## src/rtl/fpmul_writeback.sv

```systemverilog
// fpmul_writeback: merges SD and Q multiplier results into one ordered FIFO
// and presents them one at a time on a register-file write port.
module fpmul_writeback #(
  parameter int DEPTH = 8
) (
  input  logic           CLK,
  input  logic           RESET,
  input  logic           RDYSD,
  input  logic [3:0]     DSTSD,
  input  logic [63:0]    RSD,
  input  logic           SR,
  input  logic           ZEROSD,
  input  logic           SIGNSD,
  input  logic           INFSD,
  input  logic           NANSD,
  input  logic           RDYQ,
  input  logic [3:0]     DSTQ,
  input  logic [127:0]   RQ,
  input  logic           ZEROQ,
  input  logic           SIGNQ,
  input  logic           INFQ,
  input  logic           NANQ,
  output logic           WREQ,
  input  logic           WACK,
  output logic [3:0]     WDST,
  output logic [127:0]   WDATA,
  output logic [1:0]     WSIZE,
  output logic [3:0]     WFLAGS,
  output logic [3:0]     PEND,
  output logic           OVF
);
  localparam int AW = $clog2(DEPTH);
  localparam int CW = $clog2(DEPTH + 1);
  typedef struct packed {
    logic [127:0] data;
    logic [3:0]   dst;
    logic [1:0]   size;
    logic [3:0]   flags;
  } entry_t;
  entry_t mem_q [DEPTH];
  entry_t q_ent, sd_ent, out_q, out_d;
  logic [AW-1:0] wp_q, wp_d, rp_q, rp_d;
  logic [CW-1:0] cnt_q, cnt_d, free;
  logic wreq_q, wreq_d, ovf_q, ovf_d, acc_rq, acc_rsd, pop;
  assign q_ent  = {RQ, DSTQ, 2'b10, ZEROQ, SIGNQ, INFQ, NANQ};
  assign sd_ent = {64'd0, RSD, DSTSD, {1'b0, SR}, ZEROSD, SIGNSD, INFSD, NANSD};
  // Space is judged before this edge's pop; Q is older so it claims a slot first.
  always_comb begin
    free    = CW'(DEPTH) - cnt_q;
    acc_rq  = RDYQ && (free != '0);
    acc_rsd = RDYSD && (acc_rq ? (free >= CW'(2)) : (free != '0));
    pop     = (cnt_q != '0) && (!wreq_q || WACK);
    wp_d    = wp_q + AW'(acc_rq) + AW'(acc_rsd);
    rp_d    = rp_q + AW'(pop);
    cnt_d   = cnt_q + CW'(acc_rq) + CW'(acc_rsd) - CW'(pop);
    ovf_d   = ovf_q || (RDYQ && !acc_rq) || (RDYSD && !acc_rsd);
    out_d   = pop ? mem_q[rp_q] : out_q;
    wreq_d  = pop ? 1'b1 : (wreq_q && !WACK);
  end
  always_ff @(posedge CLK) begin
    if (acc_rq) mem_q[wp_q] <= q_ent;
    if (acc_rsd) mem_q[wp_q + AW'(acc_rq)] <= sd_ent;
  end
  always_ff @(posedge CLK or negedge RESET) begin
    if (!RESET) begin
      wp_q   <= '0;
      rp_q   <= '0;
      cnt_q  <= '0;
      ovf_q  <= 1'b0;
      wreq_q <= 1'b0;
      out_q  <= '0;
    end else begin
      wp_q   <= wp_d;
      rp_q   <= rp_d;
      cnt_q  <= cnt_d;
      ovf_q  <= ovf_d;
      wreq_q <= wreq_d;
      out_q  <= out_d;
    end
  end
  assign WREQ   = wreq_q;
  assign WDST   = out_q.dst;
  assign WDATA  = out_q.data;
  assign WSIZE  = out_q.size;
  assign WFLAGS = out_q.flags;
  assign PEND   = 4'(cnt_q);
  assign OVF    = ovf_q;
endmodule

```

## config.mk

```make
export PLATFORM = sky130hd
export DESIGN_NAME = fpmul_writeback
export DESIGN_NICKNAME = d
export VERILOG_FILES = /design/src/rtl/fpmul_writeback.sv
export SDC_FILE = /design/constraint.sdc
export NUM_CORES = 2
export LEC_CHECK = 0
export CAP_MARGIN = 15
export CORE_UTILIZATION = 60
export CTS_BUF_LIST = sky130_fd_sc_hd__clkbuf_2 sky130_fd_sc_hd__clkbuf_4 sky130_fd_sc_hd__clkbuf_8
export DETAILED_ROUTE_END_ITERATION = 8
export GPL_TIMING_DRIVEN = 1
export PLACE_DENSITY_LB_ADDON = 0.25
export SYNTH_ARGS = -nofsm -noshare
export SYNTH_HDL_FRONTEND = slang
export SYNTH_SLANG_ARGS = --single-unit
```

## constraint.sdc

```tcl
create_clock -name CLK -period 6.2 [get_ports CLK]
set_input_delay 0.62 -clock CLK [delete_from_list [all_inputs] [get_ports CLK]]
set_output_delay 0.62 -clock CLK [all_outputs]
set_load 0.01 [all_outputs]
```

==> out/metrics.csv <==
stage,metric,value,unit
placement,input/output buffers,357,
timing,setup ws final,1.05,ns
power_and_ir_drop,power density relative to cell area,520,mW/mm^2
yosys,library cell occupying the most area in the post-synthesis netlist,edfxtp_1,
finish,fraction of final layout cells sized beyond drive strength 1,0.122,
yosys,sequential area share after synthesis,0.541,
detailed_routing,Vias/cell,6.10,
timing,final critical delay including setup and external delays,5.15,ns
worst_hold_path,type of the tightest min-delay check,input port to asynchronous set/reset pin,
yosys,Yosys cell types,43,
finish,final-stage net count,6202,
yosys,Ys Warns,0,
floorplanning,number of top-level pins,358,
power_and_ir_drop,largest voltage drop on the vdd net,0.601,mV
timing,worst slew margin relative to its limit,0.168,
job,max-cap viol count,0,
power_and_ir_drop,overall power consumption,34.1,mW
timing,highest attainable clock frequency,194,MHz
yosys,Post-Syn Area per Cell,9.73,sq um
cts,CTS resizes,0,
detailed_routing,Post-route DRC,0,
floorplanning,standard cell core area,0.0967,sq mm
worst_setup_path,critical-path maximum fanout,35,
grt,number of global-route vias before repair,45000,
placement,estimated wirelength of the detail-placed design,93400,um
cts,CTS Sinks,1254,
cts,number of post-CTS setup repair buffers,0,
yosys,area share of the leading cell type in the synthesized netlist,0.299,
detailed_routing,Met1 Routed Length,63600,um
timing,final max-slew violation count,0,
grt,initial antenna violation count,33,
detailed_routing,iteration-0 DRC count of the detailed router,5145,
detailed_routing,DR WL/cell,23.2,um
cts,"Clk Latency, worst-skew pair",0.90,ns
timing,worst clock skew,0.0544,ns
cts,clock buffer depth,3,
timing,setup repair after global routing missed its margin,false,
detailed_routing,final antenna-violating net count,0,
floorplanning,Initial Utilization,0.606,
timing,Tightest Pin Transition,1.25,ns
yosys,share of synthesized registers carrying an async set or reset,0.120,
detailed_routing,met2 wire length,82500,um
power_and_ir_drop,Leakage,23.4,nW
floorplanning,die span in x,314,um
detailed_routing,routed wire length,173000,um
worst_setup_path,CP Data Arrival Time,5.71,ns
floorplanning,row cnt,114,
cts,number of hold buffers added after cts,1,
timing,total negative setup slack,0,ns
finish,area growth from synthesis to layout,12.0,%
yosys,most used flip-flop cell after synthesis,edfxtp_1,
grt,overflow left after global routing,0,
detailed_routing,total number of vias,45400,
timing,final count of negative-setup-slack endpoints,0,
placement,pre-CTS setup slack,1.11,ns
yosys,summed instance area of the synthesized netlist,0.0586,sq mm
grt,pin count of the biggest net entering global routing,211,
worst_setup_path,nature of the critical path endpoint,register,
yosys,number of flops mapped to enable cells by yosys,584,
finish,"commonest non-fill, non-tap cell in the layout",nand2_1,
yosys,cell types with the largest area share after synthesis,"edfxtp_1 (30%), dfxtp_1 (18%), nand2_1 (15%), mux4_2 (11%), dfrtp_1 (6.4%)",
grt,first-pass GRT wire length,262000,um
detailed_routing,uppermost layer routed,met5,
cts,"Clk pin slew, worst setup/hold paths",0.06,ns
detailed_routing,met3 wire length,19300,um
floorplanning,vertical die dimension,314,um
worst_setup_path,nature of the critical path startpoint,register,
yosys,number of instances in the synthesized netlist,6018,
worst_setup_path,worst path required time,6.75,ns
cts,cell at the root of the clock tree,clkbuf_8,
placement,routability cong.,0.794,
finish,most used cells in the layout excluding fill and tap cells,"nand2_1 (2,321), o21ai_0 (611), edfxtp_1 (584), dfxtp_1 (520), a21oi_1 (514)",
worst_setup_path,path type of the worst setup path,register to register,
status,outcome,completed,
cts,number of H-tree levels,4,
cts,CTS tree,yes,
timing,ratio of final minimum period to clock period,0.831,
floorplanning,Total Die Area,0.0989,sq mm
yosys,#FFs+latches synth,1254,
yosys,syn_nets,6247,
detailed_routing,1st-pass router iterations,6,
grt,global-route usage over all layers,0.348,
timing,hold violation count in the final report,0,
cts,number of buffers added by the clock tree synthesis step,201,
## metrics by stage
step / util / std cells / hold slack, ns / instance area (sq um)
4_1_cts: 0.678 / 7415 / 0.255 / 65500
2_1_floorplan: - / 6018 / 0.324 / 58600
5_1_grt: 0.678 / 7433 / 0.308 / 65600
3_3_place_gp: 0.634 / 7044 / 0.438 / 61300
3_5_place_dp: 0.634 / 7044 / 0.443 / 61300
6_report: 0.679 / 7436 / 0.283 / 65600
## final timing paths
check                               endpoint  cells past startpoint  slack (ns)         start
max in group asynchronous          WDATA[17]                      3        4.70         RESET
min in group CLK                mem_q[2][98]                      2        0.45  mem_q[2][98]
worst min register to register  mem_q[2][98]                      2        0.45  mem_q[2][98]
worst max-delay path            mem_q[0][58]                     14        1.05       PEND[1]
worst min-delay path               WDATA[54]                      2        0.28         RESET
worst max register to register  mem_q[0][58]                     14        1.05       PEND[1]
## power by group
| group | leakage, nW | switching [mW] | internal, mW |
|---|---|---|---|
| Sequential | 11.9 | 1.35 | 12.2 |
| Combinational | 9.17 | 7.88 | 5.27 |
| Clock | 2.28 | 3.37 | 4.09 |
## layer usage
metal,global-route usage,up-vias
met5,0,-
met3,0.0744,494
met4,0.172,28
met1,0.447,21700
met2,0.562,2782
li1,-,20400
## critical path, cell delays in order, from the launching register on
cell	delay, ns
dfrtp_1	0.45
inv_1	0.13
ha_1	0.21
nand2b_4	0.08
xnor2_2	0.89
nand2_1	0.10
nand2_1	0.14
inv_1	0.06
ha_1	0.17
ha_1	0.33
or3b_2	0.48
nor2_1	0.13
o21a_4	0.49
nand2b_4	0.72
buf_4	0.39
## logic make-up after synthesis
group	after synthesis	share of synthesized area
adders and majority gates	15	0.00346
muxes	414	0.130
xor gates and xnor gates	8	0.00145
DFF	1254	0.541
AOI/OAI and AO/OA	1255	0.109
buffers and inverters	692	0.0613
and+or+nand+nor	2380	0.154
## cells in the mapped netlist (all sizes together), types with 4 or more instances
cell type / instances
o21ai: 717
nor2: 26
buf: 420
clkbuf: 261
dfrtp: 150
nand2: 2322
mux4: 276
xnor2: 4
nand2b: 11
dfxtp: 520
xor2: 4
mux2i: 138
a21oi: 515
o21a: 9
edfxtp: 584
inv: 11
and2: 8
ha: 13
## final cells by class
type	count	area, sq um
flip-flops and latches	1254	31700
inverters	11	41.3
clock inverters	48	415
multi-input cells	4072	23500
repair buffers	433	4430
diodes	20	50.0
well taps	1276	1600
fillers	7254	31100
clock buffers	322	3820
## registers in the layout, summed over array words and instances, names as in the netlist
register  flops
WSIZE         2
PEND          4
mem_q      1104
rp_q          3
OVF           1
WDATA       128
WREQ          1
WDST          4
WFLAGS        4
wp_q          3
(Power assumes the default switching activity.)
